--- config.mk ---
export PLATFORM = sky130hd
export DESIGN_NAME = vga_timing_gen
export DESIGN_NICKNAME = d
export VERILOG_FILES = /design/src/rtl/vga_timing_pkg.sv /design/src/rtl/vga_axis_counter.sv /design/src/rtl/vga_timing_gen.sv
export SDC_FILE = /design/constraint.sdc
export NUM_CORES = 1
export LEC_CHECK = 0
export CAP_MARGIN = 20
export CORE_MARGIN = 1.5
export CORE_UTILIZATION = 35
export CTS_BUF_LIST = sky130_fd_sc_hd__clkbuf_8
export DETAILED_ROUTE_END_ITERATION = 8
export HOLD_SLACK_MARGIN = 0.03
export PLACE_DENSITY = 0.65
export SKIP_LAST_GASP = 1
export SYNTH_ARGS = -nofsm -noshare
export SYNTH_HDL_FRONTEND = slang
export SYNTH_SLANG_ARGS = --single-unit
--- constraint.sdc ---
create_clock -name vga_clk -period 2.03 [get_ports vga_clk]
set_clock_uncertainty 0.1 [all_clocks]
set_input_delay 0.3045 -clock vga_clk [delete_from_list [all_inputs] [get_ports vga_clk]]
set_output_delay 0.3045 -clock vga_clk [all_outputs]
set_load 0.05 [all_outputs]
--- src/rtl/vga_timing_pkg.sv ---
// vga_timing_pkg
//   Shared timing constants and coordinate types for the VGA raster path.
//   The default values describe 640x480 @ 60 Hz on a 25.175 MHz pixel clock.
//   The coordinate typedefs are also used by the pixel-colour stage.
package vga_timing_pkg;

  localparam int DEF_H_VISIBLE = 640;
  localparam int DEF_H_FRONT   = 16;
  localparam int DEF_H_SYNC    = 96;
  localparam int DEF_H_BACK    = 48;
  localparam int DEF_V_VISIBLE = 480;
  localparam int DEF_V_FRONT   = 10;
  localparam int DEF_V_SYNC    = 2;
  localparam int DEF_V_BACK    = 33;

  localparam int DEF_H_TOTAL = DEF_H_VISIBLE + DEF_H_FRONT + DEF_H_SYNC + DEF_H_BACK;
  localparam int DEF_V_TOTAL = DEF_V_VISIBLE + DEF_V_FRONT + DEF_V_SYNC + DEF_V_BACK;

  localparam int XW = 11;
  localparam int YW = 10;

  typedef logic [XW-1:0] xpos_t;
  typedef logic [YW-1:0] ypos_t;

endpackage

--- src/rtl/vga_axis_counter.sv ---
// vga_axis_counter
//   Modulo-TOTAL up-counter for one raster axis.
//   Ports:
//     clk   - pixel clock
//     reset - asynchronous, active-high reset (count returns to 0)
//     en    - advance the count this cycle
//     cnt   - current count, 0..TOTAL-1
//     wrap  - high on the enabled cycle where cnt is TOTAL-1 (next count is 0)
module vga_axis_counter
  import vga_timing_pkg::*;
#(
  parameter int TOTAL = DEF_H_TOTAL,
  parameter int W     = XW
) (
  input  logic         clk,
  input  logic         reset,
  input  logic         en,
  output logic [W-1:0] cnt,
  output logic         wrap
);

  localparam logic [W-1:0] LAST = W'(TOTAL - 1);

  logic [W-1:0] cnt_q;
  logic [W-1:0] cnt_d;

  assign wrap = en && (cnt_q == LAST);

  always_comb begin
    cnt_d = cnt_q;
    if (wrap) begin
      cnt_d = '0;
    end else if (en) begin
      cnt_d = cnt_q + 1'b1;
    end
  end

  always_ff @(posedge clk or posedge reset) begin
    if (reset) begin
      cnt_q <= '0;
    end else begin
      cnt_q <= cnt_d;
    end
  end

  assign cnt = cnt_q;

endmodule

--- src/rtl/vga_timing_gen.sv ---
// vga_timing_gen
//   Free-running VGA raster timing generator. Each axis runs
//   visible -> front porch -> sync -> back porch, with (0,0) being the first
//   visible pixel. All outputs are registered from the decode of the counter
//   values before the edge, so they are mutually aligned and trail the
//   internal counters by one cycle.
//   Ports:
//     vga_clk     - pixel clock
//     reset       - asynchronous, active-high reset
//     blank_n     - 1 during an active video pixel
//     HS, VS      - horizontal / vertical sync
//     xPos, yPos  - raster coordinates of the current output pixel
//     line_start  - one-cycle pulse when xPos == 0
//     frame_start - one-cycle pulse when xPos == 0 and yPos == 0
//   Build option:
//     VGA_SYNC_POS_EN - when defined, HS/VS are active-high (idle/reset 0);
//                       otherwise they are active-low (idle/reset 1).
module vga_timing_gen
  import vga_timing_pkg::*;
#(
  parameter int H_VISIBLE = DEF_H_VISIBLE,
  parameter int H_FRONT   = DEF_H_FRONT,
  parameter int H_SYNC    = DEF_H_SYNC,
  parameter int H_BACK    = DEF_H_BACK,
  parameter int V_VISIBLE = DEF_V_VISIBLE,
  parameter int V_FRONT   = DEF_V_FRONT,
  parameter int V_SYNC    = DEF_V_SYNC,
  parameter int V_BACK    = DEF_V_BACK
) (
  input  logic          vga_clk,
  input  logic          reset,
  output logic          blank_n,
  output logic          HS,
  output logic          VS,
  output logic [XW-1:0] xPos,
  output logic [YW-1:0] yPos,
  output logic          line_start,
  output logic          frame_start
);

  localparam int H_TOTAL = H_VISIBLE + H_FRONT + H_SYNC + H_BACK;
  localparam int V_TOTAL = V_VISIBLE + V_FRONT + V_SYNC + V_BACK;

  if (H_TOTAL > 2048) begin : g_h_total_chk
    $error("vga_timing_gen: H_TOTAL exceeds 2048");
  end
  if (V_TOTAL > 1024) begin : g_v_total_chk
    $error("vga_timing_gen: V_TOTAL exceeds 1024");
  end

`ifdef VGA_SYNC_POS_EN
  localparam logic SYNC_ACT = 1'b1;
`else
  localparam logic SYNC_ACT = 1'b0;
`endif

  localparam logic [XW-1:0] H_VIS_END    = XW'(H_VISIBLE);
  localparam logic [XW-1:0] H_SYNC_FIRST = XW'(H_VISIBLE + H_FRONT);
  localparam logic [XW-1:0] H_SYNC_LAST  = XW'(H_VISIBLE + H_FRONT + H_SYNC - 1);
  localparam logic [YW-1:0] V_VIS_END    = YW'(V_VISIBLE);
  localparam logic [YW-1:0] V_SYNC_FIRST = YW'(V_VISIBLE + V_FRONT);
  localparam logic [YW-1:0] V_SYNC_LAST  = YW'(V_VISIBLE + V_FRONT + V_SYNC - 1);

  xpos_t h_cnt;
  ypos_t v_cnt;
  logic  h_wrap;
  logic  v_wrap_unused;

  vga_axis_counter #(.TOTAL(H_TOTAL), .W(XW)) u_h_cnt (
    .clk   (vga_clk),
    .reset (reset),
    .en    (1'b1),
    .cnt   (h_cnt),
    .wrap  (h_wrap)
  );

  vga_axis_counter #(.TOTAL(V_TOTAL), .W(YW)) u_v_cnt (
    .clk   (vga_clk),
    .reset (reset),
    .en    (h_wrap),
    .cnt   (v_cnt),
    .wrap  (v_wrap_unused)
  );

  logic  blank_n_d, hs_d, vs_d, line_start_d, frame_start_d;
  logic  blank_n_q, hs_q, vs_q, line_start_q, frame_start_q;
  xpos_t x_q;
  ypos_t y_q;

  always_comb begin
    blank_n_d     = (h_cnt < H_VIS_END) && (v_cnt < V_VIS_END);
    hs_d          = ((h_cnt >= H_SYNC_FIRST) && (h_cnt <= H_SYNC_LAST)) ? SYNC_ACT : ~SYNC_ACT;
    vs_d          = ((v_cnt >= V_SYNC_FIRST) && (v_cnt <= V_SYNC_LAST)) ? SYNC_ACT : ~SYNC_ACT;
    line_start_d  = (h_cnt == '0);
    frame_start_d = (h_cnt == '0) && (v_cnt == '0);
  end

  always_ff @(posedge vga_clk or posedge reset) begin
    if (reset) begin
      blank_n_q     <= 1'b0;
      hs_q          <= ~SYNC_ACT;
      vs_q          <= ~SYNC_ACT;
      x_q           <= '0;
      y_q           <= '0;
      line_start_q  <= 1'b0;
      frame_start_q <= 1'b0;
    end else begin
      blank_n_q     <= blank_n_d;
      hs_q          <= hs_d;
      vs_q          <= vs_d;
      x_q           <= h_cnt;
      y_q           <= v_cnt;
      line_start_q  <= line_start_d;
      frame_start_q <= frame_start_d;
    end
  end

  assign blank_n     = blank_n_q;
  assign HS          = hs_q;
  assign VS          = vs_q;
  assign xPos        = x_q;
  assign yPos        = y_q;
  assign line_start  = line_start_q;
  assign frame_start = frame_start_q;

endmodule

Word-level counts from Yosys, hierarchy flattened
Index checks and enable logic that the tools add are counted.
{"block": "classes", "n_eq_ne": 2, "muxes": 5, "reduce_logical": 8, "n_addsub": 2, "magnitude_cmp": 6}
{"operator": "$mux W10", "n": 2}
{"operator": "$add A11 B1 Y11 const B", "n": 1}
{"operator": "$eq A11 B10 Y1 const B", "n": 1}
{"operator": "$ge A11 B10 Y1 const B", "n": 1}
{"operator": "$le A11 B10 Y1 const B", "n": 1}
{"operator": "$logic_not A11 Y1", "n": 1}
{"operator": "$lt A11 B10 Y1 const B", "n": 1}
{"operator": "$mux W11", "n": 1}
{"operator": "$add A10 B1 Y10 const B", "n": 1}
{"operator": "$eq A10 B10 Y1 const B", "n": 1}
{"operator": "$ge A10 B9 Y1 const B", "n": 1}
{"operator": "$le A10 B9 Y1 const B", "n": 1}
{"operator": "$logic_not A10 Y1", "n": 1}
{"operator": "$lt A10 B9 Y1 const B", "n": 1}
{"operator": "$logic_and A1 B1 Y1", "n": 5}
{"operator": "$mux W1", "n": 2}
{"operator": "$reduce_bool A2 Y1", "n": 1}
{"block": "totals", "inputBits": 2, "regBits": 47, "elab_cells": 32, "output_inout_bits": 26}

Longest topological paths before layout
Gate-level depths: netlist (run 1).
{"block": "depth", "depth_word": 3, "mapped_depth": 6, "depth_no_buf": 6}

Modules after synthesis
Synthesis (run 1) repeated with hierarchy kept, for this count alone.
{"block": "unflattened", "hier_cells": 148, "hier_area_um2": 1825.5}
{"mod": "vga_timing_gen", "seq_area_each_um2": 653.1, "cells_per_inst": 45, "instances": 1, "area_per_inst_um2": 767.0}
{"mod": "vga_axis_counter at u_h_cnt", "seq_area_each_um2": 275.3, "cells_per_inst": 52, "instances": 1, "area_per_inst_um2": 544.3}
{"mod": "vga_axis_counter at u_v_cnt", "seq_area_each_um2": 250.2, "cells_per_inst": 51, "instances": 1, "area_per_inst_um2": 514.2}

Worst setup path after synthesis (run 1)
OpenSTA, ideal clock, no wires.
{"block": "synth_timing", "path_type": "reg2reg", "startpoint": "register u_h_cnt.cnt_q[0], in the netlist u_h_cnt.cnt[0]", "endpoint": "register u_v_cnt.cnt_q[9], in the netlist u_v_cnt.cnt[9]", "slack_ps": 158, "synth_period_minus_slack_ps": 1872, "required_ps": 1853, "arrival_time_ps": 1694, "setup_ps": 77, "path_buffers": 0, "path_stages_with_launch": 6, "cell_sequence": "dfrtp_1 ha_1 and4_1 nand4_4 or4_1 a21oi_1"}
{"block": "synth_between", "elab_chain_cells": 3, "elab_cells_between_ends": 4, "classes_between": "eq/ne: 1; mux: 1; reduce/logical: 2"}
{"element": "start, declared", "line": "vga_axis_counter.sv:24", "source": "logic [W-1:0] cnt_q;"}
{"element": "start signal, assigned", "line": "vga_axis_counter.sv:42", "source": "cnt_q <= cnt_d;"}
{"element": "$eq A11 B10 Y1 *", "line": "vga_axis_counter.sv:27", "source": "assign wrap = en && (cnt_q == LAST);"}
{"element": "$logic_and A1 B1 Y1", "line": "vga_axis_counter.sv:27"}
{"element": "$mux W10 / $reduce_bool A2 Y1 (equally long branches)"}
{"element": "end signal, assigned", "line": "vga_axis_counter.sv:42"}
{"element": "end, declared", "line": "vga_axis_counter.sv:24"}
Every way passes the cells marked *; elsewhere a longest branch is shown, timed or not.
A chain may end at the register's enable or synchronous reset.

Worst setup path after layout (run 1)
{"block": "layout_timing", "startpoint": "register u_h_cnt.cnt_q[1], in the netlist u_h_cnt.cnt[1]", "endpoint": "register u_v_cnt.cnt_q[9], in the netlist u_v_cnt.cnt[9]"}
Same word-level chain as after synthesis.

==> results of run 1 <==
-- sequential cells by signal, indices dropped and copies added (netlist names) --
name / flops
HS: 1
line_start: 1
u_h_cnt.cnt: 11
xPos: 11
VS: 1
yPos: 10
u_v_cnt.cnt: 10
blank_n: 1
frame_start: 1
-- layout by cell type (no fill, tap or decap), types with 6 or more instances in the layout --
master,synthesis,final
inv_1,7,7
dfrtp_1,45,45
nand4_1,6,6
clkdlybuf4s50_1,0,25
o21ai_0,7,7
xnor2_1,6,6
nand2_1,8,8
nand3_1,11,11
nor2_1,10,10
buf_4,1,9
-- kinds of logic (layout without fill, tap and decap cells) --
kind of cell	after synthesis	in the layout	synth area share (%)
buf+inv	13	51	4.39
flops	47	47	63.6
fa+ha+maj	4	4	2.70
compound gates	15	15	4.79
simple gates	57	57	18.2
xor+xnor	11	11	5.20
mux	2	2	1.08
-- power by group --
part	total [mW]	leakage (nW)	switching, mW	internal [mW]
registers	0.935	0.620	0	0.935
clock network	0.782	0.0695	0.295	0.487
logic	0.0284	0.406	0.0190	0.00940
-- per-layer routing --
| metal | share of wire (%) | up-vias | GRT usage, % |
|---|---|---|---|
| li1 | - | 591 | - |
| met1 | 50 | 581 | 17.0 |
| met2 | 45 | 25 | 18.4 |
| met3 | 2.9 | 4 | 3.17 |
| met4 | 1.8 | 0 | 6.55 |
| met5 | 0 | - | 0 |
-- how the worst max path moves through the flow --
stage | start | endpoint | slack (ps) | cells past startpoint
6_report | u_h_cnt.cnt[1] | u_v_cnt.cnt[9] | 110 | 5
2_1_floorplan | u_h_cnt.cnt[0] | u_v_cnt.cnt[9] | 160 | 5
4_1_cts | u_h_cnt.cnt[1] | u_v_cnt.cnt[9] | 110 | 5
3_5_place_dp | u_h_cnt.cnt[1] | u_v_cnt.cnt[9] | 140 | 5
3_3_place_gp | u_h_cnt.cnt[1] | u_v_cnt.cnt[9] | 190 | 5
5_1_grt | u_h_cnt.cnt[1] | u_v_cnt.cnt[9] | 3 | 5
-- final cells by class --
cell class                 count  area [µm²]  share of cell area, %
sequential                    47        1180                   49.6
multi-input combinational     89         593                   25.0
timing repair buffer          36         358                   15.1
tap                           70        87.6                   3.69
clock buffer                   5        68.8                   2.90
clock inverter                 3        63.8                   2.69
inverter                       7        26.3                   1.11
-- worst register-to-register path: cells and delay by family, from the launching register on --
family	cells	cell delay, ps
and+or+nand+nor	3	910
adders and majority gates	1	270
DFF	1	420
AOI/OAI and AO/OA	1	140
-- per-stage QoR --
step / hold WS [ps] / total power [mW] / setup slack (ps) / utilization [%] / cells
floorplan: 253 / 0.968 / 158 / - / 149
global placement: 323 / 0.984 / 187 / 43.9 / 249
detailed placement: 339 / 0.984 / 143 / 43.9 / 249
CTS: 252 / 1.76 / 113 / 46.5 / 257
global route: 271 / 1.80 / 3.08 / 46.5 / 257
finish: 238 / 1.75 / 114 / 46.5 / 257
==> flow_summary.toml, run 1 <==
[outcome]
status = "complete, no violations"

[critical_path]
r2r_cells = 5
cp-start-kind = "flip-flop"
cp_max_fo = 5
worst_path_max_delay_cell = "or4_1"
crit_path_max_incr_delay_ps = 510
worstSetupEndpointType = "flip-flop"
path_cells = "ha_1 -> and4_1 -> nand4_4 -> or4_1 -> a21oi_1"
worst-path-buf-inv = 0
r2r_end = "u_v_cnt.cnt[9]"
crit_family = "simple AND/OR/NAND/NOR gates"
cp.required_ps = 2160
r2r_start = "u_h_cnt.cnt[1]"
cp.arrival_ps = 2040
r2r_setup_slack_ps = 110
criticalPathCategory = "flip-flop to flip-flop"

[yosys]
yosysUniqueCellTypes = 35
synth_nets = 155
synthTopCellsByCount = "dfrtp_1, nand3_1, nor2_1, nand2_1"
yosys.area.top_type_share_pct = 60.8
synth_area_leaders = "dfrtp_1, nand3_1, dfstp_2, xnor2_1, ha_1"
synth_area_um2 = 1850
synth_area_leader_cell = "dfrtp_1"
synth-edff-count = 0
yosys_warnings = 0
synth-seq-cells = 47
synth.most_common_cell = "dfrtp_1"
synth_cells = 149
syn_avg_cell_area_um2 = 12.4
ys.flop_type = "dfrtp_1"
synthArstFlopShare_pct = 100
yosysSeqAreaShare_pct = 63.6

[min_path]
hold_path_class = "input port to async pin"

[timing]
rsz0062_at_grt = "no"
min_period_ps = 1920
slew_violations = 0
worst_slew_pin_slew_ps = 688
fin_crit_sh_pct = 94.4
clock.fmax_mhz = 522
setup-violations-final = 0
relSlewSlack_pct = 53.9
hold_viol = 0
finalSetupTns_ps = 0

[clock_network]
holdBufCountCts = 0
cts_root_buf = "clkbuf_8"
clock-sinks = 47
clk_latency_ps = 290
numCtsBuffers = 5
path_clk_slew_ps = 80
post_cts_buffers = 0
cts_max_level = 2
cts_resized = 0
clockBufferDepth = 2
cts_tree = "built"

[drt]
ant_nets = 0
drc = 0
drt_iter0_drc = 72
wire_per_inst_um = 12.4
drt-vias-per-instance = 4.67
routed_wl_um = 3180
vias = 1201
firstDrtPassIters = 4

[cells_and_area]
finalNetCount = 192
area_growth_pct = 28.2
diodes = 0
n_fill_cell = 475
design_area_um2 = 2380
drive_gt1_share_pct = 14.4

[floorplanning]
ios = 28
die_h_um = 75.8
start_util_pct = 36.3
die_x_um = 75.8
rows = 26
core_um2 = 5110
dieArea_um2 = 5740

[grt]
grt_max_degree = 18
grt_pass1_wl_um = 5240
antenna_found_initial = 0
grt-ovfl-total = 0
first_global_vias = 1092
grt_use_total_pct = 12.5

[placed_design]
dpl-instance-area_um2 = 2240
io_buffer_count = 27
hpwl_um = 2250
gp_congestion = 0.837

[run]
maxCapViolations = 0

[power]
p_leak_nw = 1.10
p_per_area_nw_per_um2 = 735
peakVddDrop_mv = 0.384
(Power assumes the default switching activity.)
==> inputs of run 2 (changes only) <==
--- a/config.mk
+++ b/config.mk
@@ -6,7 +6,7 @@
 export NUM_CORES = 1
 export LEC_CHECK = 0
 export CAP_MARGIN = 20
-export CORE_MARGIN = 1.5
+export CORE_MARGIN = 5
 export CORE_UTILIZATION = 35
 export CTS_BUF_LIST = sky130_fd_sc_hd__clkbuf_8
 export DETAILED_ROUTE_END_ITERATION = 8
==> run 2 against run 1 <==
Compared with the run above: die area increased by 19%; first-iteration DRC count grew 61%; global-route usage down 1.3 points; worst hold slack lost 60 ps; fmax is 2.3% higher; count of clock-buffer cells in the layout stayed put; sequential share of layout area rose by 0.96 points.
==> flow_summary.toml, run 2 (synthesis gave the netlist of run 1 again) <==
[timing]
min_period_ps = 1870
clock.fmax_mhz = 534
worst_slew_pin_slew_ps = 517
hold_viol = 0
setup-violations-final = 0
fin_crit_sh_pct = 92.2
slew_violations = 0
relSlewSlack_pct = 65.3
finalSetupTns_ps = 0
rsz0062_at_grt = "no"

[clock_network]
path_clk_slew_ps = 90
numCtsBuffers = 5
clk_latency_ps = 300
cts_tree = "built"
clockBufferDepth = 2
cts_root_buf = "clkbuf_8"
cts_max_level = 2
post_cts_buffers = 0
clock-sinks = 47

[grt]
first_global_vias = 1171
grt_pass1_wl_um = 5670
grt-ovfl-total = 0
grt_use_total_pct = 11.1
antenna_found_initial = 0
grt_max_degree = 23

[run]
maxCapViolations = 0

[critical_path]
cp_max_fo = 5
worstSetupEndpointType = "flip-flop"
crit_path_max_incr_delay_ps = 510
path_cells = "ha_2 -> and4_2 -> nand4_4 -> or4_1 -> a21oi_1"
r2r_start = "u_h_cnt.cnt[1]"
cp-start-kind = "flip-flop"
criticalPathCategory = "flip-flop to flip-flop"
worst_path_max_delay_cell = "or4_1"
cp.arrival_ps = 2010
cp-startpoint = "u_h_cnt.cnt[1]"
cp.required_ps = 2160

[cells_and_area]
final_cell_mix = "dfrtp_1, clkdlybuf4s50_1, nand3_1, buf_4, nor2_1"
drive_gt1_share_pct = 16.5
finalNetCount = 193
final_common_cell = "dfrtp_1"
area_growth_pct = 25.8
diodes = 0
post-route-util_pct = 45.4

[power]
peakVddDrop_mv = 0.232
p_leak_nw = 1.07
p_per_area_nw_per_um2 = 647

[drt]
drt-vias-per-instance = 4.60
routed_wl_um = 3400
vias = 1186
firstDrtPassIters = 5
ant_nets = 0
drt_iter0_drc = 116
drc = 0
wire_per_inst_um = 13.2

[floorplanning]
dieArea_um2 = 6850
die_x_um = 82.8
rows = 26
start_util_pct = 36.1
ios = 28
die_h_um = 82.8
core_um2 = 5140

[min_path]
hold_path_class = "input port to async pin"

[placed_design]
gp_congestion = 0.839
io_buffer_count = 27
hpwl_um = 2450

[outcome]
status = "complete, no violations"
run 2: cell types whose count changed in the layout (fill, tap and decap cells not counted), sizes merged:
cell	before	now
buf	11	12
clkinvlp	0	2
bufinv	2	0
clkinv	1	2
inv	7	6
run 2: worst paths after layout:
path | endpoint | slack (ps) | depth (start not counted)
worst min-delay path | line_start | 180 | 2
min in group vga_clk | yPos[7] | 350 | 0
worst min register to register | yPos[7] | 350 | 0
worst max register to register | u_v_cnt.cnt[9] | 160 | 5
max in group asynchronous | HS | 1060 | 3
worst max-delay path | u_v_cnt.cnt[9] | 160 | 5
run 2: power breakdown:
part / internal [mW] / total, mW / switching, mW
registers: 0.935 / 0.935 / 0
logic: 0.00688 / 0.0251 / 0.0182
clock network: 0.240 / 0.548 / 0.309
total: 1.18 / 1.51 / 0.327
run 2: cell type report:
cell class              instances  area (µm²)
well taps                      70        87.6
clock buffers                   5        68.8
flip-flops and latches         47        1180
inverters                       7        26.3
clock inverters                 3        20.0
fillers                       507        2810
multi-input cells              89         597
repair buffers                 37         353
run 2: worst max-delay path: cells and delay by family (launching register included):
family | cells | cell delay, ps
and+or+nand+nor | 3 | 890
DFF | 1 | 410
adders and majority gates | 1 | 240
AOI/OAI and AO/OA | 1 | 160
run 2: layer usage:
metal	part of all wire (%)	track usage, %
met1	48	14.5
met2	45	17.0
met3	3.9	3.25
met4	2.2	5.23
met5	0	0
run 2: timing repair:
action                                  4_1_cts  5_1_grt
gates resized for setup                       0        2
hold buffers                                  0        0
endpoints found under the setup margin        0        2
run 2: metrics by stage:
stage	hold WS (ps)	cells	instance area, µm²	total power, mW	worst slack (ps)
after global placement	326	250	2240	0.981	186
after detailed placement	336	250	2240	0.981	127
after floorplan	253	149	1850	0.968	158
after global routing	212	258	2330	1.58	18.2
after CTS	199	258	2330	1.53	119
final	178	258	2330	1.51	157
==> inputs of run 3 (changes only) <==
--- a/config.mk
+++ b/config.mk
@@ -11,6 +11,7 @@
 export CTS_BUF_LIST = sky130_fd_sc_hd__clkbuf_8
 export DETAILED_ROUTE_END_ITERATION = 8
 export HOLD_SLACK_MARGIN = 0.03
+export MAX_ROUTING_LAYER = met4
 export PLACE_DENSITY = 0.65
 export SKIP_LAST_GASP = 1
 export SYNTH_ARGS = -nofsm -noshare
==> run 3 against run 2 <==
Compared with the run above: fmax hardly changed; via count hardly changed; global-route usage is 0.29 points higher; highest routed layer unchanged; register-to-register slack hardly changed; critical path type unchanged.
==> flow_summary.toml, run 3 (synthesis gave the netlist of run 1 again) <==
[outcome]
status = "complete, no violations"

[clock_network]
path_clk_slew_ps = 90
cts_root_buf = "clkbuf_8"
cts_max_level = 2
clock-sinks = 47
post_cts_buffers = 0
cts_resized = 0
numCtsBuffers = 5
clk_latency_ps = 300
clockBufferDepth = 2
cts_tree = "built"
holdBufCountCts = 0

[power]
p_comb_share_pct = 1.7
p_switching_mw = 0.327
p_seq_share_pct = 62.0
netSwitchingFraction_pct = 21.7
peakVddDrop_mv = 0.232
p_leak_nw = 1.07
p_clk_share_pct = 36.3
p_per_area_nw_per_um2 = 647
intPower_mw = 1.18

[critical_path]
r2r_start = "u_h_cnt.cnt[1]"
path_cells = "ha_2 -> and4_2 -> nand4_4 -> or4_1 -> a21oi_1"
crit_path_max_incr_delay_ps = 510
r2r_setup_slack_ps = 160
worst_path_max_delay_cell = "or4_1"
r2r_cells = 5
cp_max_fo = 5
criticalPathCategory = "flip-flop to flip-flop"
r2r_end = "u_v_cnt.cnt[9]"
cp-start-kind = "flip-flop"
cp.arrival_ps = 2010
worstSetupEndpointType = "flip-flop"
cp.required_ps = 2160

[drt]
wire_per_inst_um = 13.1
firstDrtPassIters = 4
drt_iter0_drc = 100
drc = 0
drt-vias-per-instance = 4.60
ant_nets = 0
routed_wl_um = 3390
vias = 1187

[timing]
slew_violations = 0
finalSetupTns_ps = 0
relSlewSlack_pct = 65.2
hold_viol = 0
rsz0062_at_grt = "no"
setup-violations-final = 0
worst_slew_pin_slew_ps = 518
min_period_ps = 1870
fin_crit_sh_pct = 92.2
clock.fmax_mhz = 534

[placed_design]
io_buffer_count = 27
gp_congestion = 0.852
hpwl_um = 2450

[floorplanning]
rows = 26
die_h_um = 82.8
core_um2 = 5140
dieArea_um2 = 6850
die_x_um = 82.8
start_util_pct = 36.1
ios = 28

[cells_and_area]
final_common_cell = "dfrtp_1"
finalNetCount = 193
n_fill_cell = 507
diodes = 0
post-route-util_pct = 45.4
final_cell_mix = "dfrtp_1, clkdlybuf4s50_1, nand3_1, buf_4, nor2_1"
area_growth_pct = 25.8
drive_gt1_share_pct = 16.5

[grt]
antenna_found_initial = 0
first_global_vias = 1170
grt_max_degree = 23
grt-ovfl-total = 0
grt_pass1_wl_um = 5660
grt_use_total_pct = 11.4

[min_path]
hold_path_class = "input port to async pin"

[run]
maxCapViolations = 0
-- run 3: cell counts in the layout (fill, tap and decap cells not counted) --
No cell type changed its count.
-- run 3: stage by stage --
| step | cells | power [mW] | area (µm²) | setup slack, ps | hold WS (ps) |
|---|---|---|---|---|---|
| 2_1_floorplan | 149 | 0.968 | 1850 | 158 | 253 |
| 3_3_place_gp | 250 | 0.981 | 2240 | 186 | 326 |
| 3_5_place_dp | 250 | 0.981 | 2240 | 127 | 336 |
| 4_1_cts | 258 | 1.53 | 2330 | 119 | 199 |
| 5_1_grt | 258 | 1.58 | 2330 | 18.2 | 212 |
| 6_report | 258 | 1.51 | 2330 | 158 | 179 |
-- run 3: worst max-delay path, delay by kind of cell, from the launching register on --
family	cells	cell delay (ps)
adder cells (fa/ha/maj)	1	240
AO/OA/AOI/OAI	1	160
AND/OR/NAND/NOR	3	890
flip-flops	1	410
-- run 3: cell type report --
| type | count | area, µm² | share of cell area (%) |
|---|---|---|---|
| clock buffer | 5 | 68.8 | 2.95 |
| clock inverter | 3 | 20.0 | 0.859 |
| inverter | 7 | 26.3 | 1.13 |
| multi-input combinational | 89 | 597 | 25.6 |
| sequential | 47 | 1180 | 50.6 |
| tap | 70 | 87.6 | 3.76 |
| timing repair buffer | 37 | 353 | 15.1 |
-- run 3: worst max path at each step --
stage	startpoint	to	slack, ps	cells after the start
finish	u_h_cnt.cnt[1]	u_v_cnt.cnt[9]	160	5
global route	u_h_cnt.cnt[1]	u_v_cnt.cnt[9]	20	5
CTS	u_h_cnt.cnt[1]	u_v_cnt.cnt[9]	120	5
detailed placement	u_h_cnt.cnt[1]	u_v_cnt.cnt[9]	130	5
global placement	u_h_cnt.cnt[1]	u_v_cnt.cnt[9]	190	5
floorplan	u_h_cnt.cnt[0]	u_v_cnt.cnt[9]	160	5
-- run 3: layer usage --
metal / share of wire [%] / routed length, µm / track usage (%) / vias to the layer above
met5: 0 / 0 / - / -
met4: 2.2 / 74 / 5.23 / 0
met3: 4.3 / 147 / 3.25 / 6
met2: 46 / 1550 / 16.9 / 30
met1: 48 / 1620 / 14.5 / 558
li1: - / - / - / 593
-- run 3: power groups by stage --
| stage | Clock, mW | Combinational [mW] | Sequential, mW |
|---|---|---|---|
| after floorplan | 0 | 0.0137 | 0.954 |
| after global placement | 0 | 0.0266 | 0.954 |
| after detailed placement | 0 | 0.0268 | 0.954 |
| after CTS | 0.570 | 0.0270 | 0.935 |
| after global routing | 0.612 | 0.0299 | 0.936 |
| final | 0.548 | 0.0250 | 0.935 |
